--- config.mk ---
export PLATFORM = sky130hd
export DESIGN_NAME = sequence_generator
export DESIGN_NICKNAME = d
export VERILOG_FILES = /design/src/rtl/sequence_generator.sv
export SDC_FILE = /design/constraint.sdc
export NUM_CORES = 1
export LEC_CHECK = 0
export BUFFER_PORTS_ARGS = -buffer_cell sky130_fd_sc_hd__buf_2
export CORE_MARGIN = 2
export CORE_UTILIZATION = 45
export DETAILED_ROUTE_END_ITERATION = 12
export PLACE_DENSITY = 0.66
export SYNTH_ARGS = -nofsm -noshare
export SYNTH_HDL_FRONTEND = slang
export SYNTH_SLANG_ARGS = --single-unit
--- constraint.sdc ---
create_clock -name clk -period 4.8 [get_ports clk]
set_input_delay 0.24 -clock clk [delete_from_list [all_inputs] [get_ports clk]]
set_output_delay 0.24 -clock clk [all_outputs]
set_load 0.01 [all_outputs]
--- src/rtl/sequence_generator.sv ---
// sequence_generator: serial bit-pattern generator with length clamp, repetitions, inter-repetition gap and abort
module sequence_generator #(
    parameter int WIDTH = 8
) (
    input  logic             clk,
    input  logic             rst_n,
    input  logic             in_valid,
    output logic             in_ready,
    input  logic [WIDTH-1:0] in_pattern,
    input  logic [3:0]       in_len,
    input  logic [3:0]       in_reps,
    input  logic             abort,
    output logic             data,
    output logic             data_valid,
    output logic [1:0]       state_out,
    output logic             done
);
    typedef enum logic [1:0] {IDLE = 2'b00, LOAD = 2'b01, SHIFT = 2'b10, GAP = 2'b11} state_t;
    localparam logic [3:0] W4 = 4'(WIDTH);
    state_t           state;
    logic [WIDTH-1:0] pat;
    logic [WIDTH-1:0] sreg;
    logic [WIDTH-1:0] aligned;
    logic [3:0]       len;
    logic [3:0]       clen;
    logic [3:0]       bits_left;
    logic [3:0]       reps_left;
    assign in_ready  = state == IDLE;
    assign state_out = state;
    // Clamp the requested length and MSB-justify the pattern so the shifter always taps the top bit
    always_comb begin
        clen    = (in_len == 4'd0 || in_len > W4) ? W4 : in_len;
        aligned = in_pattern << (W4 - clen);
    end
    // Single FSM with registered data/data_valid/done aligned to the state they belong to
    always_ff @(posedge clk or negedge rst_n) begin
        if (!rst_n) begin
            state      <= IDLE;
            pat        <= '0;
            sreg       <= '0;
            len        <= '0;
            bits_left  <= '0;
            reps_left  <= '0;
            data       <= 1'b0;
            data_valid <= 1'b0;
            done       <= 1'b0;
        end else begin
            data       <= 1'b0;
            data_valid <= 1'b0;
            done       <= 1'b0;
            if (state != IDLE && abort) begin
                state <= IDLE;
            end else begin
                case (state)
                    IDLE: if (in_valid) begin
                        pat       <= aligned;
                        len       <= clen;
                        reps_left <= (in_reps == 4'd0) ? 4'd1 : in_reps;
                        state     <= LOAD;
                    end
                    LOAD, GAP: begin
                        state      <= SHIFT;
                        data       <= pat[WIDTH-1];
                        data_valid <= 1'b1;
                        sreg       <= pat << 1;
                        bits_left  <= len - 4'd1;
                    end
                    SHIFT: if (bits_left != 4'd0) begin
                        data       <= sreg[WIDTH-1];
                        data_valid <= 1'b1;
                        sreg       <= sreg << 1;
                        bits_left  <= bits_left - 4'd1;
                    end else if (reps_left == 4'd1) begin
                        state <= IDLE;
                        done  <= 1'b1;
                    end else begin
                        state     <= GAP;
                        reps_left <= reps_left - 4'd1;
                    end
                endcase
            end
        end
    end
endmodule

==> qor.log <==
INFO  clock_tree     hold_fix_buffer_count_after_cts=0
INFO  clock_tree     cts_tree=done
INFO  worst_setup_path crit_path_start_kind=flip-flop
INFO  global_routing first_global_vias=1414
INFO  synthesis      ys_seq_elements=32
INFO  synthesis      ys_types=38
INFO  placement      place.detailed.instances=245
INFO  routing        count_of_unresolved_drc_violations_after_routing=0
INFO  timing         fin_skew=0.00693ns
INFO  synthesis      yosys_warnings=0
INFO  layout         final-seq-area=801um^2
INFO  worst_setup_path critPathCaptureType=flip-flop
INFO  layout         final_cell_count_no_fill=250
INFO  worst_setup_path path_max_fanout=15
INFO  floorplanning  number_of_placement_rows=22
INFO  timing         final.min_clock_period=2.22ns
INFO  floorplanning  fp.dieArea=4290um^2
INFO  placement      dp_hpwl=2680um
INFO  timing         relSlewSlack=28.9%
INFO  routing        post_drt_via_cell_ratio=5.66
INFO  clock_tree     insertion_delay=0.28ns
INFO  routing        drt_pre_antenna_iters=4
INFO  layout         number_of_inserted_filler_cells_in_the_final_layout=347
INFO  global_routing grt-ovfl-total=0
INFO  synthesis      asyncSetResetFlopFracSynth=100%
INFO  timing         setup_viol_count_final=0
INFO  placement      globalplace.congestion=0.840
INFO  floorplanning  initial_utilization=46.5%
INFO  worst_setup_path timing.reg2reg.setup_slack=2.58ns
INFO  routing        route.antenna.remaining_nets=0
INFO  status         status=finished clean
INFO  worst_setup_path path_class=reg2reg
INFO  global_routing groute.usage.overall=20.0%
INFO  worst_setup_path worstPathArrival=2.40ns
INFO  clock_tree     clock_tree.htree_level_count=2
INFO  routing        route.vias.total=1414
INFO  flow_run       max_cap_viol_count=0
INFO  floorplanning  placeableCoreArea=3660um^2
INFO  timing         worstMarginPinSlew=1.06ns
INFO  timing         post-route-period-util=46.2%
INFO  global_routing grt_start_max_net_pins=33
INFO  clock_tree     postCtsResizedCells=0
INFO  timing         max_freq=450MHz
INFO  synthesis      syn_area=1700um^2
INFO  routing        first_iter_violations=78
INFO  synthesis      gate_count_post_synth=182
INFO  power_and_ir_drop total_power=869uW
INFO  synthesis      synth_enable_flop_cells=0
INFO  worst_setup_path worst-endpoint-required=4.98ns
INFO  timing         slew_viol_final=0
INFO  layout         finish.utilization=52.4%
INFO  layout         syn2layout_area_growth=12.6%
INFO  synthesis      syn_area_per_cell=9.36um^2
INFO  clock_tree     clock_sink_count=32
INFO  clock_tree     bufs_on_longest_clock_path=2
INFO  layout         antenna_cells=0
INFO  routing        routed_wirelength=3640um
INFO  clock_tree     post_cts_buffers=0
INFO  layout         fin_nets=228
INFO  global_routing first_pass_grt_wire_length=6420um
INFO  timing         rsz0062_at_grt=no
INFO  synthesis      synth_seq_area_share=47.0%
INFO  synthesis      mappedNetlistNets=206
INFO  clock_tree     cts_root_buffer=sky130_fd_sc_hd__clkbuf_8
INFO  min_path       hp-class=in2async
INFO  synthesis      yosys_most_used_dff=sky130_fd_sc_hd__dfrtp_1
INFO  power_and_ir_drop power_leakage=0.000845uW
INFO  worst_setup_path worst_r2r_startpoint=state_out[0]
INFO  floorplanning  boundaryPins=26
INFO  floorplanning  die_x=65.5um
INFO  synthesis      largest_cells_by_area_after_synthesis=sky130_fd_sc_hd__dfrtp_1 47%, sky130_fd_sc_hd__nand2_1 5.7%, sky130_fd_sc_hd__nor2_1 4.6%
INFO  power_and_ir_drop powerDensity=453nW/um^2
INFO  clock_tree     cts-buffers-inserted=5
INFO  power_and_ir_drop vdd_drop_max=0.190mV
INFO  layout         multiInputGateArea=843um^2
INFO  global_routing number_of_antenna_violations_at_the_first_check_in_global_routing=0
INFO  routing        wl_per_cell=14.6um
INFO  floorplanning  die_height=65.5um
INFO  layout         post_route_cells_drive_above_1_share=18.8%
INFO  placement      port_buffers=25
INFO  worst_setup_path r2r.worst_path.cells=4
INFO  timing         finalSetupTns=0ns
INFO  worst_setup_path reg2reg_end=bits_left[1]
INFO  timing         timing_hold_violations_final=0
INFO  synthesis      yosysTopAreaCellShare=47.0%
INFO  clock_tree     worst_setup_hold_path_clk_slew=0.06ns
INFO  synthesis      yosys.area.top_type=sky130_fd_sc_hd__dfrtp_1
==> cells in the mapped netlist (5+ instances only) <==
master	number
sky130_fd_sc_hd__dfrtp_1	32
sky130_fd_sc_hd__nor3_1	7
sky130_fd_sc_hd__a31oi_1	6
sky130_fd_sc_hd__nand2b_1	5
sky130_fd_sc_hd__nand3_1	5
sky130_fd_sc_hd__nor2_1	21
sky130_fd_sc_hd__o21ai_0	15
sky130_fd_sc_hd__nand2_1	26
sky130_fd_sc_hd__clkbuf_1	8
sky130_fd_sc_hd__a21oi_1	8
sky130_fd_sc_hd__mux2i_1	7
==> sequential cells by signal (all words and copies together), names as in the netlist <==
| signal | count |
|---|---|
| pat | 8 |
| state_out | 2 |
| data | 1 |
| reps_left | 4 |
| len | 4 |
| done | 1 |
| data_valid | 1 |
| bits_left | 4 |
| sreg | 7 |
==> kinds of logic after synthesis <==
group | count (synthesis) | share of synthesized area (%)
and+or+nand+nor | 73 | 19.7
AOI/OAI and AO/OA | 45 | 17.8
xor gates and xnor gates | 2 | 1.03
DFF | 32 | 47.0
adders and majority gates | 4 | 2.94
buffers and inverters | 15 | 3.45
muxes | 11 | 8.08
==> worst max-delay path: stages, from the launching register on <==
cell and delay [ns]:
sky130_fd_sc_hd__dfrtp_1 0.46, sky130_fd_sc_hd__nor2b_1 0.85, sky130_fd_sc_hd__mux2i_1 0.31, sky130_fd_sc_hd__ha_1 0.27
sky130_fd_sc_hd__o31ai_1 0.23
==> cell type report <==
class | instances | share of cell area, %
Multi-Input combinational cell | 135 | 44.0
Sequential cell | 32 | 41.8
Timing Repair Buffer | 25 | 6.53
Clock buffer | 5 | 3.59
Tap cell | 48 | 3.13
Inverter | 5 | 0.979
==> through the flow <==
stage | setup slack (ns) | area (um^2) | hold WS (ns)
2_1_floorplan | 2.92 | 1700 | -0.0556
4_1_cts | 2.57 | 1920 | 0.0262
3_5_place_dp | 2.45 | 1850 | 0.328
3_3_place_gp | 2.52 | 1850 | 0.326
6_report | 2.58 | 1920 | 0.00471
5_1_grt | 2.34 | 1920 | 0.0563
==> worst max-delay path by stage <==
stage	startpoint	end
floorplan	in_len[3]	pat[5]
global placement	in_len[3]	pat[5]
detailed placement	in_len[3]	pat[5]
CTS	state_out[0]	bits_left[1]
global route	state_out[0]	bits_left[1]
finish	state_out[0]	bits_left[1]
==> power breakdown <==
part           leakage, uW  internal (uW)  switching [uW]
clock            0.0000359           93.1            86.6
sequential        0.000393            357            69.4
combinational     0.000416            115             148
==> per-layer routing <==
layer / up-vias / wire length (um) / track usage, % / share of wire [%]
met5: - / 0 / 0 / 0
met4: 0 / 76 / 8.85 / 2.1
met3: 7 / 186 / 5.31 / 5.1
met2: 45 / 1760 / 33.2 / 48
met1: 673 / 1620 / 24.4 / 45
li1: 689 / - / - / -
==> cell usage in the layout (no fill, tap or decap), types with 5 or more instances in the layout <==
master and count:
sky130_fd_sc_hd__a21oi_1 8, sky130_fd_sc_hd__mux2i_1 7, sky130_fd_sc_hd__nand2b_1 5, sky130_fd_sc_hd__buf_2 25, sky130_fd_sc_hd__nor3_1 7, sky130_fd_sc_hd__a31oi_1 6, sky130_fd_sc_hd__nor2_1 21, sky130_fd_sc_hd__clkbuf_8 5
sky130_fd_sc_hd__o21ai_0 15, sky130_fd_sc_hd__dfrtp_1 32, sky130_fd_sc_hd__nand3_1 5, sky130_fd_sc_hd__nand2_1 26
Note: power is estimated with default switching activity, not from simulation.
